[src/rtl/axi_spi_sd_s00_axi.sv]
// axi_spi_sd_s00_axi
//   AXI4-Lite slave wrapping a byte-wide SPI master (mode 0) for SD cards in SPI mode.
//   Register map (word index = addr[3:2]):
//     0x0 CTRL   [0] CS level (reset 1), [1] START (write-1 pulse, reads 0)
//     0x4 DATA   write: TXDATA[7:0]; read: RXDATA[7:0]
//     0x8 CLKDIV [15:0] half-period count DIV (reset 124)
//     0xC STATUS [0] BUSY, [1] DONE (read-only)
//   Ports:
//     S_AXI_ACLK / S_AXI_ARESETN   clock, synchronous active-low reset
//     S_AXI_AW* / W* / B*          AXI4-Lite write channels
//     S_AXI_AR* / R*               AXI4-Lite read channels
//     SD_CLK, SD_MOSI, SD_MISO     SPI bus (CPOL=0, MSB first)
//     SD_CS                        card chip-select, active-low, driven from CTRL[0]
module axi_spi_sd_s00_axi #(
  parameter int C_S_AXI_DATA_WIDTH = 32,
  parameter int C_S_AXI_ADDR_WIDTH = 4
) (
  input  logic                              S_AXI_ACLK,
  input  logic                              S_AXI_ARESETN,
  output logic                              SD_CLK,
  output logic                              SD_MOSI,
  input  logic                              SD_MISO,
  output logic                              SD_CS,
  input  logic [C_S_AXI_ADDR_WIDTH-1:0]     S_AXI_AWADDR,
  input  logic [2:0]                        S_AXI_AWPROT,
  input  logic                              S_AXI_AWVALID,
  output logic                              S_AXI_AWREADY,
  input  logic [C_S_AXI_DATA_WIDTH-1:0]     S_AXI_WDATA,
  input  logic [(C_S_AXI_DATA_WIDTH/8)-1:0] S_AXI_WSTRB,
  input  logic                              S_AXI_WVALID,
  output logic                              S_AXI_WREADY,
  output logic [1:0]                        S_AXI_BRESP,
  output logic                              S_AXI_BVALID,
  input  logic                              S_AXI_BREADY,
  input  logic [C_S_AXI_ADDR_WIDTH-1:0]     S_AXI_ARADDR,
  input  logic [2:0]                        S_AXI_ARPROT,
  input  logic                              S_AXI_ARVALID,
  output logic                              S_AXI_ARREADY,
  output logic [C_S_AXI_DATA_WIDTH-1:0]     S_AXI_RDATA,
  output logic [1:0]                        S_AXI_RRESP,
  output logic                              S_AXI_RVALID,
  input  logic                              S_AXI_RREADY
);

  typedef enum logic {S_IDLE, S_XFER} state_e;

  state_e      state_q;
  logic        awready_q, bvalid_q, arready_q, rvalid_q;
  logic [1:0]  raddr_q;
  logic [31:0] rdata_q, rdata_d;
  logic        cs_q, sclk_q, mosi_q, done_q;
  logic [7:0]  txdata_q, rxdata_q, tx_shift_q, rx_shift_q;
  logic [15:0] div_q, cnt_q;
  logic [2:0]  fall_cnt_q;

  logic       wr_en, rd_en, start_req, tick, busy;
  logic [1:0] wr_idx;

  // Control fields that are never looked at; collected here so they are visibly ignored.
  logic unused_bits;
  assign unused_bits = ^{S_AXI_AWPROT, S_AXI_ARPROT, S_AXI_AWADDR[1:0], S_AXI_ARADDR[1:0],
                         S_AXI_WDATA[31:16], S_AXI_WSTRB[3:2]};

  assign busy = (state_q == S_XFER);

  always_comb begin
    wr_en     = S_AXI_AWVALID & S_AXI_WVALID & ~awready_q & ~bvalid_q;
    rd_en     = S_AXI_ARVALID & ~arready_q & ~rvalid_q;
    wr_idx    = S_AXI_AWADDR[3:2];
    start_req = wr_en & (wr_idx == 2'd0) & S_AXI_WSTRB[0] & S_AXI_WDATA[1];
    tick      = (cnt_q == div_q);
    unique case (raddr_q)
      2'd0:    rdata_d = {31'b0, cs_q};
      2'd1:    rdata_d = {24'b0, rxdata_q};
      2'd2:    rdata_d = {16'b0, div_q};
      default: rdata_d = {30'b0, done_q, busy};
    endcase
  end

  // NOTE: every register here uses non-blocking assignment so all flops sample pre-edge
  // values; that is what makes a STATUS read coinciding with the BUSY fall return BUSY=1.
  always_ff @(posedge S_AXI_ACLK) begin
    if (!S_AXI_ARESETN) begin
      state_q    <= S_IDLE;
      awready_q  <= 1'b0;
      bvalid_q   <= 1'b0;
      arready_q  <= 1'b0;
      rvalid_q   <= 1'b0;
      raddr_q    <= 2'd0;
      rdata_q    <= '0;
      cs_q       <= 1'b1;
      sclk_q     <= 1'b0;
      mosi_q     <= 1'b1;
      done_q     <= 1'b0;
      txdata_q   <= 8'hFF;
      rxdata_q   <= 8'h00;
      tx_shift_q <= 8'h00;
      rx_shift_q <= 8'h00;
      div_q      <= 16'd124;
      cnt_q      <= 16'd0;
      fall_cnt_q <= 3'd0;
    end else begin
      // Write channel: single-cycle AW/W ready pulse, response on the following cycle.
      awready_q <= wr_en;
      if (awready_q)                  bvalid_q <= 1'b1;
      else if (bvalid_q && S_AXI_BREADY) bvalid_q <= 1'b0;

      // Read channel: address latched with ARREADY, data registered with RVALID.
      arready_q <= rd_en;
      if (rd_en) raddr_q <= S_AXI_ARADDR[3:2];
      if (arready_q) begin
        rvalid_q <= 1'b1;
        rdata_q  <= rdata_d;
      end else if (rvalid_q && S_AXI_RREADY) begin
        rvalid_q <= 1'b0;
      end

      if (wr_en) begin
        unique case (wr_idx)
          2'd0: if (S_AXI_WSTRB[0]) cs_q <= S_AXI_WDATA[0];
          2'd1: if (S_AXI_WSTRB[0]) txdata_q <= S_AXI_WDATA[7:0];
          2'd2: if (!busy) begin
            // The divider is frozen during a transfer so the bit timing stays consistent.
            if (S_AXI_WSTRB[0]) div_q[7:0]  <= S_AXI_WDATA[7:0];
            if (S_AXI_WSTRB[1]) div_q[15:8] <= S_AXI_WDATA[15:8];
          end
          default: ;
        endcase
      end

      unique case (state_q)
        S_IDLE: begin
          sclk_q <= 1'b0;
          mosi_q <= 1'b1;
          if (start_req) begin
            tx_shift_q <= txdata_q;
            mosi_q     <= txdata_q[7];
            done_q     <= 1'b0;
            cnt_q      <= 16'd0;
            fall_cnt_q <= 3'd0;
            state_q    <= S_XFER;
          end
        end
        S_XFER: begin
          if (tick) begin
            cnt_q  <= 16'd0;
            sclk_q <= ~sclk_q;
            if (!sclk_q) begin
              rx_shift_q <= {rx_shift_q[6:0], SD_MISO};
            end else if (fall_cnt_q == 3'd7) begin
              // Eighth falling edge: byte complete, bus back to idle levels.
              rxdata_q <= rx_shift_q;
              done_q   <= 1'b1;
              mosi_q   <= 1'b1;
              state_q  <= S_IDLE;
            end else begin
              fall_cnt_q <= fall_cnt_q + 3'd1;
              tx_shift_q <= {tx_shift_q[6:0], 1'b0};
              mosi_q     <= tx_shift_q[6];
            end
          end else begin
            cnt_q <= cnt_q + 16'd1;
          end
        end
        default: state_q <= S_IDLE;
      endcase
    end
  end

  assign S_AXI_AWREADY = awready_q;
  assign S_AXI_WREADY  = awready_q;
  assign S_AXI_BVALID  = bvalid_q;
  assign S_AXI_BRESP   = 2'b00;
  assign S_AXI_ARREADY = arready_q;
  assign S_AXI_RVALID  = rvalid_q;
  assign S_AXI_RDATA   = rdata_q;
  assign S_AXI_RRESP   = 2'b00;
  assign SD_CLK        = sclk_q;
  assign SD_MOSI       = mosi_q;
  assign SD_CS         = cs_q;

endmodule

[config.mk]
export PLATFORM = sky130hd
export DESIGN_NAME = axi_spi_sd_s00_axi
export DESIGN_NICKNAME = d
export VERILOG_FILES = /design/src/rtl/axi_spi_sd_s00_axi.sv
export SDC_FILE = /design/constraint.sdc
export NUM_CORES = 1
export LEC_CHECK = 0
export ABC_CLOCK_PERIOD_IN_PS = 2500
export BUFFER_PORTS_ARGS = -buffer_cell sky130_fd_sc_hd__buf_2
export CAP_MARGIN = 0
export CORE_ASPECT_RATIO = 1.5
export CORE_MARGIN = 4
export CORE_UTILIZATION = 54
export DETAILED_ROUTE_END_ITERATION = 10
export HOLD_SLACK_MARGIN = 0.06
export PLACE_DENSITY = 0.8
export SLEW_MARGIN = 20
export SYNTH_ARGS = -nofsm -noshare
export SYNTH_HDL_FRONTEND = slang
export SYNTH_SLANG_ARGS = --single-unit
[constraint.sdc]
create_clock -name S_AXI_ACLK -period 2.5 [get_ports S_AXI_ACLK]
set_input_delay 0.25 -clock S_AXI_ACLK [delete_from_list [all_inputs] [get_ports S_AXI_ACLK]]
set_output_delay 0.25 -clock S_AXI_ACLK [all_outputs]
set_load 0.005 [all_outputs]
==> out/metrics.csv, run 1 <==
metric,value,unit
first-pass iteration count of the detailed router,4,
setup_tns,0,ps
Synth async-reset ratio,0,
Initial Util,0.561,
vias per std cell,5.67,
DRC violations left,0,
Synth Instances,460,
nets,571,
clock transition at the registers of the reported paths,70,ps
Required @ worst endpoint,2730,ps
CTS Buffer Depth,2,
routed length per placed instance,16.1,um
H-tree levels,3,
arrival time at the worst endpoint,2470,ps
wire length of the first global-routing pass,16200,um
PortBufs,53,
Clock Sink Count,93,
Fmax,446,MHz
"most common cell after layout, fill and taps aside",dfxtp_1,
Ant. Diodes,0,
WHS Path Cells,3,
Worst Hold Class,input pin to flip-flop,
critical path's largest stage delay,450,ps
Total Wirelength,9920,um
"Cell Area, Synth",4290,sq um
CP Class,flip-flop to flip-flop,
max-slew violation count,0,
Worst-Margin Slew,751,ps
slowest CP cell,o31a_1,
Critical path origin,S_AXI_AWREADY,
Hold EP,div_q[4],
RePlAce Congestion,0.857,
"commonest cells after routing, fill and taps aside","dfxtp_1 (93), buf_2 (53), mux2i_1 (51)",
DIE WIDTH,80.8,um
ys flop type,dfxtp_1,
PostCTS Resize Cnt,0,
RSZ-0062 raised after global routing,no,
Final period util,0.896,
Area Growth Syn to Fin,14.1,%
IR Drop Worst-Case VDD,0.527,mV
CTS buffer count,9,
status,"finished, final reports clean",
hold_buf cts,0,
worst r2r path cells,5,
Post-synth EDFFs,0,
Final Critical Period,2240,ps
GRT Util Overall,0.221,
# setup viols final,0,
r2r endpoint,cnt_q[11],
Clock Skew,8.97,ps
Worst R2R Setup Slack,260,ps
largest net degree at the start of global routing,39,
Detailed Place HPWL,7020,um
number of global-route vias before repair,3464,
vias,3501,
"Seq/Total Area, Yosys",0.434,
Ys Warns,0,
Fin. Hold Viols,0,
worst skew pair latency,340,ps
CP max FO,14,
Ports,102,
CP Cell Sequence,nand4bb_1 > o31a_1 > and2_0 > a41o_1 > a21o_1,
power per cell area,629,nW/um^2
Slew headroom,0.499,
core area,7660,sq um
root buf cell,clkbuf_16,
Worst setup SP type,flip-flop,
Unique masters post-synth,60,
crit end category,flip-flop,
Pleak,2.02,nW
max cap viols,0,
total grt overflow,0,
worst hold start,S_AXI_WDATA[4],
1st-iter DRT viols,219,
CTS tree,built,
Fin Hold WS,140,ps
Die Span Y,117,um
worst r2r src,S_AXI_AWREADY,
layout cell share with drive strength beyond 1,0.194,
Fill cells,635,
syn avg cell area,9.34,sq um
Cell Rows,39,
Total Power,3.08,mW
DRT antenna net count,0,
initial antenna violation count,0,
Die ar.,9470,sq um
Seq cells post-synth,93,
Setup Buffers After CTS,0,
-- per-stage QoR --
step           cells  utilization  setup WS [ps]  area (sq um)
2_1_floorplan    479            -            693          4370
3_3_place_gp     601        0.599            318          4590
3_5_place_dp     601        0.599            292          4590
4_1_cts          617        0.640            271          4900
5_1_grt          617        0.640            114          4900
6_report         617        0.640            259          4900
-- cell usage after synthesis (all sizes together), types with 7 or more instances --
cell type | count | area share
nand3 | 25 | 0.029
a22oi | 8 | 0.014
a21oi | 17 | 0.021
xor2 | 19 | 0.039
buf | 29 | 0.047
dfxtp | 93 | 0.43
o21ai | 11 | 0.013
mux2i | 51 | 0.12
nor2 | 33 | 0.033
nand2b | 9 | 0.013
inv | 11 | 0.0096
a211oi | 11 | 0.020
clkbuf | 18 | 0.016
nand4 | 7 | 0.012
nand2 | 47 | 0.041
-- worst max path at each step --
stage / to / cells past startpoint / slack, ps
2_1_floorplan: tx_shift_q[4] / 7 / 690
3_3_place_gp: cnt_q[11] / 5 / 320
3_5_place_dp: cnt_q[11] / 5 / 290
4_1_cts: cnt_q[11] / 5 / 270
5_1_grt: cnt_q[11] / 5 / 110
6_report: cnt_q[11] / 5 / 260
-- cell families after synthesis --
group / after synthesis / synth area share
other: 1 / 0.000873
and+or+nand+nor: 156 / 0.191
muxes: 53 / 0.127
buffers and inverters: 58 / 0.0728
AOI/OAI and AO/OA: 75 / 0.123
DFF: 93 / 0.434
adders and majority gates: 3 / 0.00874
xor gates and xnor gates: 21 / 0.0428
-- layer usage --
layer	part of all wire	track usage	wire [um]	up-vias
li1	-	-	-	1702
met1	0.39	0.251	3870	1676
met2	0.53	0.388	5230	101
met3	0.048	0.0383	478	22
met4	0.035	0.124	344	0
met5	0	0	0	-
-- state kept, by name, summed over array words and instances, names as in the netlist, 2 cells and up --
name         flops
tx_shift_q       7
raddr_q          2
fall_cnt_q       3
div_q           16
S_AXI_RDATA     16
cnt_q           16
rx_shift_q       8
txdata_q         8
rxdata_q         8
-- final cells by class --
cell class,instances,area [sq um],share of cell area
multi-input cells,328,2190,0.447
flip-flops and latches,93,1860,0.380
repair buffers,67,370,0.0756
clock buffers,10,239,0.0488
well taps,102,128,0.0260
clock inverters,6,68.8,0.0140
inverters,11,41.3,0.00843
-- critical path: cells and delay by family, from the launching register on --
| kind | cells | cell delay [ps] |
|---|---|---|
| flops | 1 | 330 |
| compound gates | 3 | 950 |
| simple gates | 2 | 860 |
-- power by group --
group / switching (mW) / internal, mW / leakage (nW)
Sequential: 0.0201 / 1.50 / 0.752
Clock: 0.581 / 0.809 / 0.149
Combinational: 0.0995 / 0.0697 / 1.12
Total: 0.701 / 2.38 / 2.02
Note: power is estimated with default switching activity, not from simulation.
==> inputs of run 2 (changes only) <==
CORE_ASPECT_RATIO = 1.1   (was 1.5)
==> run 2 against run 1 <==
Effect of this change:
- utilization shrank 0.67 points
- via count shrank 0.60%
- first-iteration DRC count grew 8.7%
- clock power shrank 20%
- wire length shrank 2.7%
- die area shrank 0.29%
- hold slack lost 17 ps
- final area shrank 1.9%
- clock-buffer cell count shrank 1
- largest cell class unchanged
- highest routed layer unchanged
==> out/metrics.csv, run 2 (same netlist as run 1, synthesis figures left out) <==
metric,value,unit,change
status,"finished, final reports clean",,
Required @ worst endpoint,2750,ps,+20 ps
CTS tree,built,,
DRC violations left,0,,unchanged
Clock Sink Count,93,,unchanged
setup_tns,0,ps,unchanged
Clock Skew,8.42,ps,-0.550 ps
1st-iter DRT viols,238,,+8.7%
# setup viols final,0,,unchanged
RSZ-0062 raised after global routing,no,,
slowest CP cell,dfxtp_1,,
Worst R2R Setup Slack,360,ps,+100 ps
Hold EP,div_q[12],,
GRT Util Overall,0.207,,-0.0141
Layout Cells excl Fill,618,,+0.16%
largest net degree at the start of global routing,37,,-5.1%
clock transition at the registers of the reported paths,90,ps,+20 ps
Ant. Diodes,0,,unchanged
critical path's largest stage delay,480,ps,+30 ps
core area,7600,sq um,-0.83%
r2r endpoint,cnt_q[2],,
max cap viols,0,,unchanged
arrival time at the worst endpoint,2390,ps,-80 ps
Total Wirelength,9650,um,-2.7%
nets,570,,-0.18%
"most common cell after layout, fill and taps aside",dfxtp_1,,
footprint of the multi-input gates,2190,sq um,unchanged
layout cell share with drive strength beyond 1,0.191,,-0.00314
RePlAce Congestion,0.863,,+0.79%
CTS Buffer Depth,2,,unchanged
DIE WIDTH,93.0,um,+15%
power per cell area,582,nW/um^2,-7.4%
H-tree levels,3,,unchanged
worst hold start,S_AXI_WDATA[12],,
Setup Buffers After CTS,0,,unchanged
hold_buf cts,0,,unchanged
Ports,102,,unchanged
crit end category,flip-flop,,
Die Span Y,102,um,-13%
first-pass iteration count of the detailed router,5,,+1
PostCTS Resize Cnt,0,,unchanged
Area Growth Syn to Fin,12.0,%,
worst r2r path cells,6,,+1
Worst Hold Class,input pin to flip-flop,,
Fmax,466,MHz,+4.5%
WHS Path Cells,3,,unchanged
Final Critical Period,2140,ps,-95.9 ps
DRT antenna net count,0,,unchanged
"commonest cells after routing, fill and taps aside","dfxtp_1 (93), buf_2 (53), mux2i_1 (51)",,
Final period util,0.858,,-0.0383
worst skew pair latency,360,ps,+20 ps
Initial Util,0.565,,+0.00471
Worst setup SP type,flip-flop,,
IR Drop Worst-Case VDD,0.418,mV,-21%
Worst-Margin Slew,1010,ps,+257 ps
vias,3480,,-0.60%
max-slew violation count,0,,unchanged
CP max FO,15,,+1
number of global-route vias before repair,3386,,-2.3%
Slew headroom,0.327,,-0.172
vias per std cell,5.63,,-0.76%
CP Class,flip-flop to flip-flop,,
Detailed Place HPWL,7040,um,+0.25%
CTS buffer count,9,,unchanged
routed length per placed instance,15.6,um,-2.8%
Fin. Hold Viols,0,,unchanged
Pleak,1.97,nW,-2.4%
Inst Count DP,603,,+0.33%
root buf cell,clkbuf_8,,
Cell Rows,33,,-15%
total grt overflow,0,,unchanged
wire length of the first global-routing pass,15700,um,-3.2%
Die ar.,9440,sq um,-0.29%
Critical path origin,cnt_q[13],,
PortBufs,53,,unchanged
initial antenna violation count,0,,unchanged
Register Area,1860,sq um,unchanged
CP Cell Sequence,xor2_1 > nor4_2 > nand4_2 > buf_4 > nand3_1 > o311ai_0,,
worst r2r src,cnt_q[13],,
Fill cells,662,,+4.3%
## run 2: changes by cell type in the layout (fill, tap and decap cells not counted)
cell / delta
buf_4: -1
bufinv_16: +1
clkbuf_16: -9
clkbuf_8: +8
clkinv_2: -1
inv_6: -1
inv_8: +1
## run 2: metrics by stage
stage                     utilization  total power, mW  worst slack [ps]  hold slack, ps  cell area [sq um]
after global routing            0.633             2.91               194             115               4810
final                           0.633             2.80               355             124               4810
after global placement          0.604             1.72               406             444               4590
after CTS                       0.633             2.82               353             107               4810
after floorplan                     -             1.68               693             375               4370
after detailed placement        0.604             1.72               362             447               4590
## run 2: final cells by class
type                            count  share of cell area
Inverter                           11             0.00859
Sequential cell                    93               0.387
Clock buffer                        9              0.0258
Multi-Input combinational cell    328               0.456
Clock inverter                      6              0.0200
Tap cell                          105              0.0273
Timing Repair Buffer               66              0.0755
## run 2: worst max-delay path by stage
stage / endpoint / slack [ps]
6_report: cnt_q[2] / 360
5_1_grt: cnt_q[2] / 190
4_1_cts: tx_shift_q[1] / 350
3_5_place_dp: tx_shift_q[1] / 360
3_3_place_gp: tx_shift_q[2] / 410
2_1_floorplan: tx_shift_q[4] / 690
## run 2: worst max-delay path: cells and delay by family, from the launching register on
kind / cells / cell delay, ps
AND/OR/NAND/NOR: 3 / 630
flip-flops: 1 / 480
XOR/XNOR: 1 / 230
buffers and inverters: 1 / 270
AO/OA/AOI/OAI: 1 / 420
## run 2: routing by layer
layer | up-vias | track usage | routed length [um]
met5 | - | 0 | 0
met4 | 0 | 0.0654 | 156
met3 | 12 | 0.0438 | 575
met2 | 107 | 0.367 | 4880
met1 | 1662 | 0.252 | 4040
li1 | 1699 | - | -
## run 2: where the power goes
group	internal, mW	switching, mW	leakage, nW
sequential	1.50	0.0252	0.752
clock	0.570	0.539	0.108
combinational	0.0709	0.0936	1.11
==> inputs of run 3 (changes only) <==
ABC_AREA = 1   (was unset)
==> run 3 against run 2 <==
Effect of this change:
- first-iteration DRC count decreased by 4.6%
- sequential share of layout area shrank 0.26 points
- maximum frequency increased by 11%
- sequential power about the same
- wire length rose by 2.2%
- register-to-register slack better by 210 ps
- final area rose by 0.68%
- global-route usage up 0.53 points
- critical path type unchanged
- largest power group unchanged
==> out/metrics.csv, run 3 <==
metric,value,unit,change
status,"finished, final reports clean",,
hold_buf cts,0,,unchanged
DRT antenna net count,0,,unchanged
Unique masters post-synth,35,,-42%
crit end category,flip-flop,,
Total Wirelength,9870,um,+2.2%
"most common cell after layout, fill and taps aside",nand2_1,,
"Seq/Total Area, Yosys",0.424,,-0.00951
root buf cell,clkbuf_8,,
# setup viols final,0,,unchanged
Ys Warns,0,,unchanged
pre-CTS setup slack,586,ps,+225 ps
Post-synth EDFFs,0,,unchanged
worst skew pair latency,360,ps,about the same
max cap viols,0,,unchanged
"commonest cells after routing, fill and taps aside","nand2_1 (193), dfxtp_1 (93), nor2_1 (88)",,
Setup Buffers After CTS,0,,unchanged
largest net degree at the start of global routing,43,,+16%
clock transition at the registers of the reported paths,100,ps,about the same
arrival time at the worst endpoint,2210,ps,-180 ps
H-tree levels,3,,unchanged
CTS buffer count,9,,unchanged
GRT Util Overall,0.213,,+0.00531
PostCTS Resize Cnt,0,,unchanged
IR Drop Worst-Case VDD,0.349,mV,-17%
1st-iter DRT viols,227,,-4.6%
Total Power,2.70,mW,-3.4%
CTS Buffer Depth,2,,unchanged
Layout Cells excl Fill,814,,+32%
Synth async-reset ratio,0,,unchanged
Cell Rows,34,,+3.0%
Ports,102,,unchanged
Clock Sink Count,93,,unchanged
"Cell Area, Synth",4390,sq um,+2.2%
CP Class,flip-flop to flip-flop,,
Die ar.,9640,sq um,+2.1%
number of global-route vias before repair,3656,,+8.0%
max-slew violation count,0,,unchanged
core area,7910,sq um,+4.2%
Final period util,0.776,,-0.0821
Area Growth Syn to Fin,10.3,%,
Required @ worst endpoint,2770,ps,+20 ps
Synth Instances,656,,+43%
DIE WIDTH,94.0,um,+1.0%
RePlAce Congestion,0.866,,+0.35%
Ant. Diodes,0,,unchanged
worst r2r src,cnt_q[5],,
PortBufs,53,,unchanged
cell area after layout,4840,sq um,+0.68%
ys flop type,dfxtp_1,,
worst r2r path cells,11,,+5
worst setup path end,rxdata_q[4],,
Final Critical Period,1940,ps,-205 ps
setup_tns,0,ps,unchanged
Seq cells post-synth,93,,unchanged
wire length of the first global-routing pass,16400,um,+4.8%
CP max FO,18,,+3
top-area cell type share of the netlist area,0.424,,-0.00951
first-pass iteration count of the detailed router,5,,unchanged
total grt overflow,0,,unchanged
Synth area leaders,"dfxtp_1 (42%), nand2_1 (17%), nor2_1 (7.5%)",,
DRC violations left,0,,unchanged
setup slack after layout,561,ps,+205 ps
Inst Count DP,798,,+32%
Detailed Place HPWL,7190,um,+2.2%
Worst-Margin Slew,639,ps,-369 ps
power per cell area,559,nW/um^2,-4.1%
nets,762,,+34%
Fill cells,743,,+12%
initial antenna violation count,0,,unchanged
CTS tree,built,,
Slew headroom,0.572,,+0.246
placed inst area,4660,sq um,+1.5%
layout cell share with drive strength beyond 1,0.123,,-0.0678
Synth area leader,dfxtp_1,,
Worst Hold Class,input pin to flip-flop,,
Initial Util,0.555,,-0.0103
Pleak,2.33,nW,+18%
Worst R2R Setup Slack,560,ps,+210 ps
Worst setup SP type,flip-flop,,
syn avg cell area,6.69,sq um,-28%
Fin. Hold Viols,0,,unchanged
RSZ-0062 raised after global routing,no,,
Die Span Y,103,um,+1.0%
Clock Skew,9.84,ps,+1.42 ps
routed length per placed instance,12.1,um,-22%
vias per std cell,4.99,,-11%
most frequent cells after synthesis,"nand2_1 (193), dfxtp_1 (93), nor2_1 (88), inv_1 (79), a21oi_1 (40)",,
Critical path origin,cnt_q[5],,
r2r endpoint,rxdata_q[4],,
most frequent cell after synthesis,nand2_1,,
vias,4059,,+17%
Fmax,516,MHz,+11%
[run 3: changes by cell type after synthesis, sizes merged, moves of 9 or more]
| cell | change |
|---|---|
| nand2 | +149 |
| inv | +73 |
| nor2 | +56 |
| mux2i | -51 |
| o21ai | +28 |
| a21oi | +24 |
| xor2 | -14 |
| a211oi | -11 |
| nand2b | -9 |
[run 3: metrics by stage]
stage                     utilization  hold WS [ps]
final                           0.612           103
after global routing            0.612          98.3
after CTS                       0.612          98.0
after detailed placement        0.588           458
after global placement          0.588           456
after floorplan                     -           363
[run 3: area by class of cell]
type / count / area, sq um / share of cell area
inverters: 86 / 323 / 0.0667
well taps: 108 / 135 / 0.0279
flip-flops and latches: 93 / 1860 / 0.385
multi-input cells: 451 / 2020 / 0.417
repair buffers: 60 / 318 / 0.0657
clock inverters: 5 / 43.8 / 0.00905
clock buffers: 11 / 141 / 0.0292
[run 3: how the worst min path moves through the flow]
stage                    from            end  slack (ps)  cells past startpoint
2_1_floorplan  S_AXI_WDATA[2]    txdata_q[2]         360                      2
3_3_place_gp      txdata_q[4]    txdata_q[4]         460                      2
3_5_place_dp      txdata_q[4]    txdata_q[4]         460                      2
4_1_cts               SD_MISO  rx_shift_q[0]         100                      3
5_1_grt        S_AXI_WDATA[6]    txdata_q[6]         100                      3
6_report              SD_MISO  rx_shift_q[0]         100                      3
[run 3: cell families (layout without fill, tap and decap cells)]
logic type,count (synthesis),count (layout),synth area share
buf+inv,131,162,0.133
simple gates,322,322,0.294
compound gates,101,101,0.130
flops,93,93,0.424
xor+xnor,5,5,0.00997
fa+ha+maj,3,3,0.00855
other cells,1,20,0.000854
[run 3: metal layers]
metal  global-route usage  vias to the layer above  part of all wire
li1                     -                     2090                 -
met1                0.267                     1823              0.43
met2                0.369                      123              0.49
met3               0.0358                       23             0.063
met4               0.0778                        0             0.021
met5                    0                        -                 0
[run 3: report_power, final]
part	internal, mW	leakage, nW	switching (mW)
sequential	1.52	0.754	0.0248
clock	0.402	0.0881	0.556
combinational	0.0747	1.48	0.130
[run 3: critical path, cell delays in order, from the launching register on]
cell and delay, ps:
dfxtp_1 470, inv_1 70, nand2_1 60, nand2_1 40, nor2_1 120, nand2_1 70
nor2_1 110, nand2_2 120, nor3_4 520, nand2_1 130, nand2_1 90, nor2_1 40
